File: config.mk
export PLATFORM = sky130hd
export DESIGN_NAME = trash_compactor_stream
export DESIGN_NICKNAME = d
export VERILOG_FILES = /design/src/rtl/trash_compactor_stream.sv
export SDC_FILE = /design/constraint.sdc
export NUM_CORES = 2
export LEC_CHECK = 0
export BUFFER_PORTS_ARGS = -buffer_cell sky130_fd_sc_hd__buf_2
export CAP_MARGIN = 10
export CORE_MARGIN = 4
export CORE_UTILIZATION = 40
export DETAILED_ROUTE_END_ITERATION = 8
export PLACE_DENSITY = 0.52
export SKIP_CTS_REPAIR_TIMING = 1
export SLEW_MARGIN = 20
export SYNTH_ARGS = -nofsm -noshare
export SYNTH_HDL_FRONTEND = slang
export SYNTH_SLANG_ARGS = --single-unit
File: constraint.sdc
create_clock -name clk -period 20.3 [get_ports clk]
set_input_delay 1.015 -clock clk [delete_from_list [all_inputs] [get_ports clk]]
set_output_delay 1.015 -clock clk [all_outputs]
set_load 0.1 [all_outputs]
File: src/rtl/trash_compactor_stream.sv
// trash_compactor_stream: streaming BCD worksheet solver folding LINES-operand problems into a grand total
module trash_compactor_stream #(
  parameter int DIGITS = 4,
  parameter int LINES = 4,
  parameter int ACC_W = 64,
  parameter int CNT_W = 16
) (
  input  logic                clk,
  input  logic                rst,
  input  logic                in_valid,
  output logic                in_ready,
  input  logic [4*DIGITS-1:0] in_data,
  input  logic                in_op,
  input  logic                in_last,
  output logic                out_valid,
  input  logic                out_ready,
  output logic [ACC_W-1:0]    out_result,
  output logic [CNT_W-1:0]    out_count,
  output logic                out_overflow,
  output logic                out_error
);
  localparam int OPW = $clog2(10 ** DIGITS);
  localparam int IW = $clog2(LINES);
  localparam int W = ACC_W + OPW;
  typedef enum logic [1:0] {RUN, DRAIN, DONE} state_t;
  state_t state, state_n;
  logic alive, op_in, fire, idx_end, cur_op, blank, bad;
  logic [IW-1:0] idx;
  logic [3:0] nib;
  logic [OPW-1:0] cv;
  logic s1_valid, s1_first, s1_end, s1_last, s1_op;
  logic [OPW-1:0] s1_val;
  logic s2_valid, s2_last, s3_done;
  logic [ACC_W-1:0] acc, total;
  logic [W-1:0] wide;
  logic [ACC_W:0] tsum;
  logic [CNT_W-1:0] count;
  logic ovf, err;
  assign in_ready = alive && state == RUN;
  assign out_valid = state == DONE;
  assign fire = in_valid && in_ready;
  assign idx_end = idx == IW'(LINES - 1);
  assign cur_op = idx == '0 ? in_op : op_in;
  assign wide = s1_op ? W'(acc) + W'(s1_val) : W'(acc) * W'(s1_val);
  assign tsum = {1'b0, total} + {1'b0, acc};
  assign out_result = total;
  assign out_count = count;
  assign out_overflow = ovf;
  assign out_error = err;
  // Horner over non-blank nibbles; an all-blank operand becomes the operator identity
  always_comb begin
    cv = '0;
    blank = 1'b1;
    bad = 1'b0;
    nib = 4'h0;
    for (int i = DIGITS - 1; i >= 0; i--) begin
      nib = in_data[4*i +: 4];
      if (nib != 4'hF) begin
        cv = cv * OPW'(10) + OPW'(nib);
        blank = 1'b0;
      end
      if (nib > 4'h9 && nib != 4'hF) bad = 1'b1;
    end
    if (blank) cv = cur_op ? '0 : OPW'(1);
  end
  always_comb begin
    state_n = (state == RUN && fire && idx_end && in_last) ? DRAIN :
              (state == DRAIN && s3_done) ? DONE :
              (state == DONE && out_ready) ? RUN : state;
  end
  always_ff @(posedge clk or posedge rst) begin
    if (rst) begin
      state <= RUN;
      alive <= 1'b0;
      idx <= '0;
      op_in <= 1'b0;
      s1_valid <= 1'b0;
      s1_first <= 1'b0;
      s1_end <= 1'b0;
      s1_last <= 1'b0;
      s1_op <= 1'b0;
      s1_val <= '0;
      s2_valid <= 1'b0;
      s2_last <= 1'b0;
      s3_done <= 1'b0;
      acc <= '0;
      total <= '0;
      count <= '0;
      ovf <= 1'b0;
      err <= 1'b0;
    end else begin
      state <= state_n;
      alive <= 1'b1;
      if (fire) begin
        idx <= idx_end ? '0 : idx + IW'(1);
        if (idx == '0) op_in <= in_op;
        s1_val <= cv;
        s1_first <= idx == '0;
        s1_end <= idx_end;
        s1_last <= idx_end && in_last;
        s1_op <= cur_op;
      end
      s1_valid <= fire;
      s2_valid <= s1_valid && s1_end;
      s2_last <= s1_valid && s1_end && s1_last;
      s3_done <= s2_last;
      if (s1_valid) acc <= s1_first ? ACC_W'(s1_val) : wide[ACC_W-1:0];
      if (state == DONE && out_ready) begin
        total <= '0;
        count <= '0;
        ovf <= 1'b0;
        err <= 1'b0;
      end else begin
        if (s2_valid) begin
          total <= tsum[ACC_W-1:0];
          count <= count + CNT_W'(1);
        end
        ovf <= ovf | (s1_valid && !s1_first && |wide[W-1:ACC_W]) | (s2_valid && tsum[ACC_W]);
        err <= err | (fire && bad);
      end
    end
  end
endmodule

After elaboration in Yosys (flattened, before gate mapping). Index checks and enable logic that the tools add are counted.

ROM bits: 0. Output and inout port bits: 84. Word-level logic and storage cells: 93. RAM bits: 0. Memories: 0. Bits in latches: 0. Bits in registers: 173.

Add/sub/neg operators: 7. Eq/ne operators: 7. Multipliers: 4. Bitwise operators: 3. Magnitude comparators: 4. Reduce and logical (&&, ||, !) cells: 24. Divide/modulo/power cells: 0. Muxes and demuxes: 27. Shift-type cells: 0.

Operators with widths (count): $mux W64 (3); $mul A64 B14 Y78 (1); $mux W78 (1); $add A64 B14 Y65 (1); $add A64 B64 Y65 (1); $mux W14 (4); $add A14 B4 Y14 (3); $mul A14 B3 Y13 const B (3); $mux W16 (2); $logic_and A1 B1 Y1 (18); $add A16 B1 Y16 const B (1); $gt A4 B4 Y1 const B (4); $ne A4 B4 Y1 const B (4); $reduce_or A14 Y1 (1); $mux W1 (12); $mux W2 (4); $eq A2 B2 Y1 const B (2); $logic_not A2 Y1 (2); $mux W4 (1); $or A1 B1 Y1 (3); $reduce_bool A3 Y1 (1); $add A2 B1 Y2 const B (1); $eq A2 B1 Y1 const B (1); $reduce_bool A2 Y1 (1); $logic_not A1 Y1 (1).

Longest topological paths before layout.
Depth after elaboration: 12. Mapped depth: 28. Gate-level depth less buffers: 28.

Least setup slack after synthesis. No wires, ideal clock.

Kind: reg-to-reg. From: reg s1_val[5]. To: reg ovf, in the netlist out_overflow. Cell stages (with the launch flop): 26. Path buffers: 3. Data required time: 20.166 ns. Slack: 13.359 ns. Data arrival time: 6.807 ns. Period minus slack after synthesis: 6.941 ns. Cells stage by stage: dfrtp_1 > clkbuf_1 > clkbuf_1 > nand2_1 > fa_1 > fa_1 > inv_1 > fa_1 > fa_1 > fa_1 > inv_1 > fa_1 > inv_1 > ha_1 > buf_6 > a21o_1 > a31o_1 > a41o_1 > or4b_4 > a2111oi_2 > nor2_2 > a211o_2 > o311ai_1 > o21a_1 > and4_1 > o22ai_2.

Word-level cells in the longest chain between the ends: 7. Elaborated cells between the ends (all ways): 8. Classes of those cells: 1 x add/sub; 1 x mul; 2 x mux; 2 x bitwise; 2 x reduce/logical.

Ends and longest elaborated chain: start, declared (line 32) `logic [OPW-1:0] s1_val;`; start signal, assigned (line 97) `s1_val <= cv;`; $mul A64 B14 Y78 / $add A64 B14 Y65 (equally long branches) (line 44) `assign wide = s1_op ? W'(acc) + W'(s1_val) : W'(acc) * W'(s1_val);`; $mux W78 (*) (line 44); $reduce_or A14 Y1 (*) (line 118) `ovf <= ovf | (s1_valid && !s1_first && |wide[W-1:ACC_W]) | (s2_valid && tsum[ACC_W]);`; $logic_and A1 B1 Y1 (*) (line 118); $or A1 B1 Y1 (*) (2 in a row) (line 118); $mux W1 (*) (line 108) `if (state == DONE && out_ready) begin`; end signal, assigned (line 118); end, declared (line 38) `logic ovf, err;`.

Mark *: on every way between the ends. The rest lies on a longest branch, timed or not. A chain may end at the register's enable or synchronous reset.

Worst setup path in the final report.
From: reg s1_val[9]. To: reg ovf, in the netlist out_overflow.

The elaborated chain is that of the path after synthesis.

==> flow_summary.toml <==
[yosys]
yosysUniqueCellTypes = 88
syn-cell-area_um2 = 42840
synth_enable_flop_cells = 0
synth_top_cells_by_area = "fa_1 (35%), dfrtp_1 (10%), ha_1 (7.8%), inv_1 (6.9%), nand2_1 (6.5%)"
syn_area_per_cell_um2 = 8.330
yosysTopAreaCell = "fa_1"
netlist.area_leader.share_pct = 34.95
synthFlopType = "dfrtp_1"
synth-seq-area-share_pct = 10.11
syn_nets = 6180
synth_warnings = 0
ys_ff_latch = 173
ys_async_sr_fraction_pct = 100.0
netlist_instances = 5143

[detailed_routing]
wl_per_cell_um = 20.83
viasPerCell = 5.450
dr.pass1.iters = 5
routed_wl_mm = 133.7
vias = 34980
drcViolationCount = 0
drtAntennaViolNets = 0
drt_iter0_drc = 2580

[pwr]
p_sw_share_pct = 37.48
seqPwrFrac_pct = 28.7
p_sw_uw = 449.5
power.internal_uw = 749.8
power-per-cell-area_nw_per_um2 = 26.66
ir_drop_mv = 0.1072
leakagePower_nw = 21.19
comb_power_share_pct = 42.8
clockPowerShare_pct = 28.5

[global_routing]
grt_pass1_vias = 36758
antenna_found_initial = 1
grt-ovfl-total = 0
grt_max_degree = 86
grt_usage_pct = 24.39
grt_pass1_wl_mm = 214.7

[critical_path]
crit_type = "register to register"
path_common_cell = "fa_1"
crit_family = "adder cells"
path_cells = "buf_4, nand2_1, fa_1, inv_1, fa_1, fa_1, fa_1, fa_1, inv_1, fa_1, inv_1, ha_1, and2_0, a21oi_1, and2_1, a221oi_1, a21oi_1, o31ai_1, a31oi_1, nor4bb_1, and4_1, and4_1, o22ai_2"
path_buf_inv = 4
startpoint_type = "register"
startpoint = "s1_val[9]$_DFFE_PP0P_"
max_stage_delay_ns = 1.02
reg2reg_from = "s1_val[9]$_DFFE_PP0P_"
worstPathArrival_ns = 9.41
critical_path.max_fanout = 46
endpoint_kind = "register"
cp_slowest_cell = "dfrtp_2"
crit_required_ns = 20.65

[timing]
clock_skew_ns = 0.01831
finalSetupTns_ns = 0
max_freq_mhz = 110.4
setup_viol = 0
hold_viol_final = 0
fin_crit_ns = 9.059
worstMarginPinSlew_ns = 1.151
final-max-slew-violation-count = 0
rsz0062_at_grt = "no"
final.period_utilization_pct = 44.63
relSlewSlack_pct = 22.98

[clock_network]
cts_tree = "built"
cts.sink_count = 173
cts_buffers = 17
htree_levels = 4
clock_path_buffers = 2
cts_root_buf = "clkbuf_16"
clk_pin_slew_ns = 0.07
worstSkewPairLatency_ns = 0.49

[die]
die_h_um = 335.3
die_width_um = 335.3
ios = 106
core_area_um2 = 105900
num_rows = 119
die_area_um2 = 112400
start_util_pct = 40.47

[run]
max-cap-violations = 0

[place]
gp_congestion = 0.9236
dp.cells = 6383
dp.final_hpwl_mm = 103.4
port_buffers = 105

[finish]
nets = 6048
layout.cells.non_filler = 6418
area_growth_pct = 4.994
final_layout_size_suffix_gt1_share_pct = 5.155

[min_path]
min_path_type = "register to register"
min-delay-start = "s2_last$_DFF_PP0_"

[outcome]
outcome = "complete, no violations"
sequential cells by signal (all words and copies together), names as in the netlist, 2 cells and up:
signal and cells:
acc 64, out_result 64, out_count 16, s1_val 14
idx 2, state 2
final cells by class:
cell class | instances | area (um^2)
multi-input cells | 3859 | 34330
inverters | 787 | 2962
flip-flops and latches | 173 | 4353
fillers | 10776 | 60880
clock buffers | 23 | 467.9
well taps | 1391 | 1740
diodes | 3 | 7.507
clock inverters | 9 | 87.58
repair buffers | 173 | 1036
metrics by stage:
| stage | hold WS [ns] | setup WS (ns) | power, mW | instance area [um^2] | util [%] |
|---|---|---|---|---|---|
| 2_1_floorplan | 0.3312 | 13.36 | 0.7766 | 42840 | - |
| 3_5_place_dp | 0.3492 | 11.35 | 0.8687 | 44420 | 41.96 |
| 5_1_grt | 0.3603 | 10.89 | 1.300 | 44970 | 42.48 |
| 6_report | 0.3443 | 11.24 | 1.199 | 44980 | 42.49 |
| 3_3_place_gp | 0.3360 | 11.38 | 0.8665 | 44420 | 41.96 |
| 4_1_cts | 0.3518 | 11.29 | 1.215 | 44970 | 42.48 |
path summary, 6_finish.rpt:
check / end / slack (ns) / cells past startpoint
min: s3_done$_DFF_PP0_ / 0.34 / 0
min reg2reg: s3_done$_DFF_PP0_ / 0.34 / 0
max in group asynchronous: s1_op$_DFFE_PP0P_ / 18.26 / 3
min in group asynchronous: out_result[5]$_DFFE_PP0P_ / 0.60 / 2
max: out_overflow$_DFF_PP0_ / 11.24 / 23
max reg2reg: out_overflow$_DFF_PP0_ / 11.24 / 23
per-layer routing:
metal,routed length [um],vias up,global-route usage (%)
met5,0,-,0
met4,4143,0,7.164
met3,6831,164,3.099
met2,63330,882,40.76
met1,59370,17828,33.28
li1,-,16106,-
power by group through the flow:
stage	registers, mW	clock network [mW]	logic [mW]
6_report	0.344	0.342	0.513
5_1_grt	0.344	0.362	0.594
4_1_cts	0.344	0.350	0.521
3_5_place_dp	0.351	0	0.518
3_3_place_gp	0.351	0	0.515
2_1_floorplan	0.351	0	0.425
placed cells by master, fill, tap and decap left out, drive strengths merged, types with 8 or more instances in the layout:
cell and count:
a22oi 8, o21a 16, o22ai 20, o21ai 225
o21bai 32, dfrtp 173, or2 11, buf 173
a221o 8, a21o 71, nor2b 18, nand2 743
o211ai 12, nor3 52, o31ai 11, mux2i 59
xnor2 118, and4 11, clkbuf 23, nor4 31
nand3 63, nor2 243, inv 788, mux2 8
and2 415, a32oi 10, and3 31, a211oi 26
a21boi 11, nand4 63, a21oi 264, ha 267
a221oi 9, a31oi 31, or3 20, fa 748
o2bb2ai 15, xor2 73, nand2b 12
cells by family (layout without fill, tap and decap cells):
kind of cell	count (synthesis)	in the layout	share of synthesized area, %
XOR/XNOR	191	191	3.905
multiplexers	67	67	1.589
AND/OR/NAND/NOR	1737	1737	19.50
buffers and inverters	1111	992	9.772
adder cells (fa/ha/maj)	1016	1016	42.78
flip-flops	173	173	10.11
other	1	4	0.008754
AO/OA/AOI/OAI	847	847	12.35
cells in the mapped netlist (8+ instances only):
cell type,number
a211oi_1,26
a21boi_0,10
a21o_1,71
a21oi_1,264
a221o_1,8
a221oi_1,8
a22oi_1,8
a31oi_1,31
a32oi_1,10
and2_1,414
and3_1,31
and4_1,11
buf_1,9
clkbuf_1,307
dfrtp_1,173
fa_1,748
ha_1,267
inv_1,785
mux2_2,8
mux2i_1,59
nand2_1,743
nand2b_1,12
nand3_1,63
nand4_1,63
nor2_1,242
nor2b_1,18
nor3_1,52
nor4_1,31
o211ai_1,12
o21a_1,16
o21ai_0,219
o21bai_1,32
o22ai_1,19
o2bb2ai_1,15
o31ai_1,10
or2_2,11
or3_1,20
xnor2_1,118
xor2_1,73
Note: power is estimated with default switching activity, not from simulation.
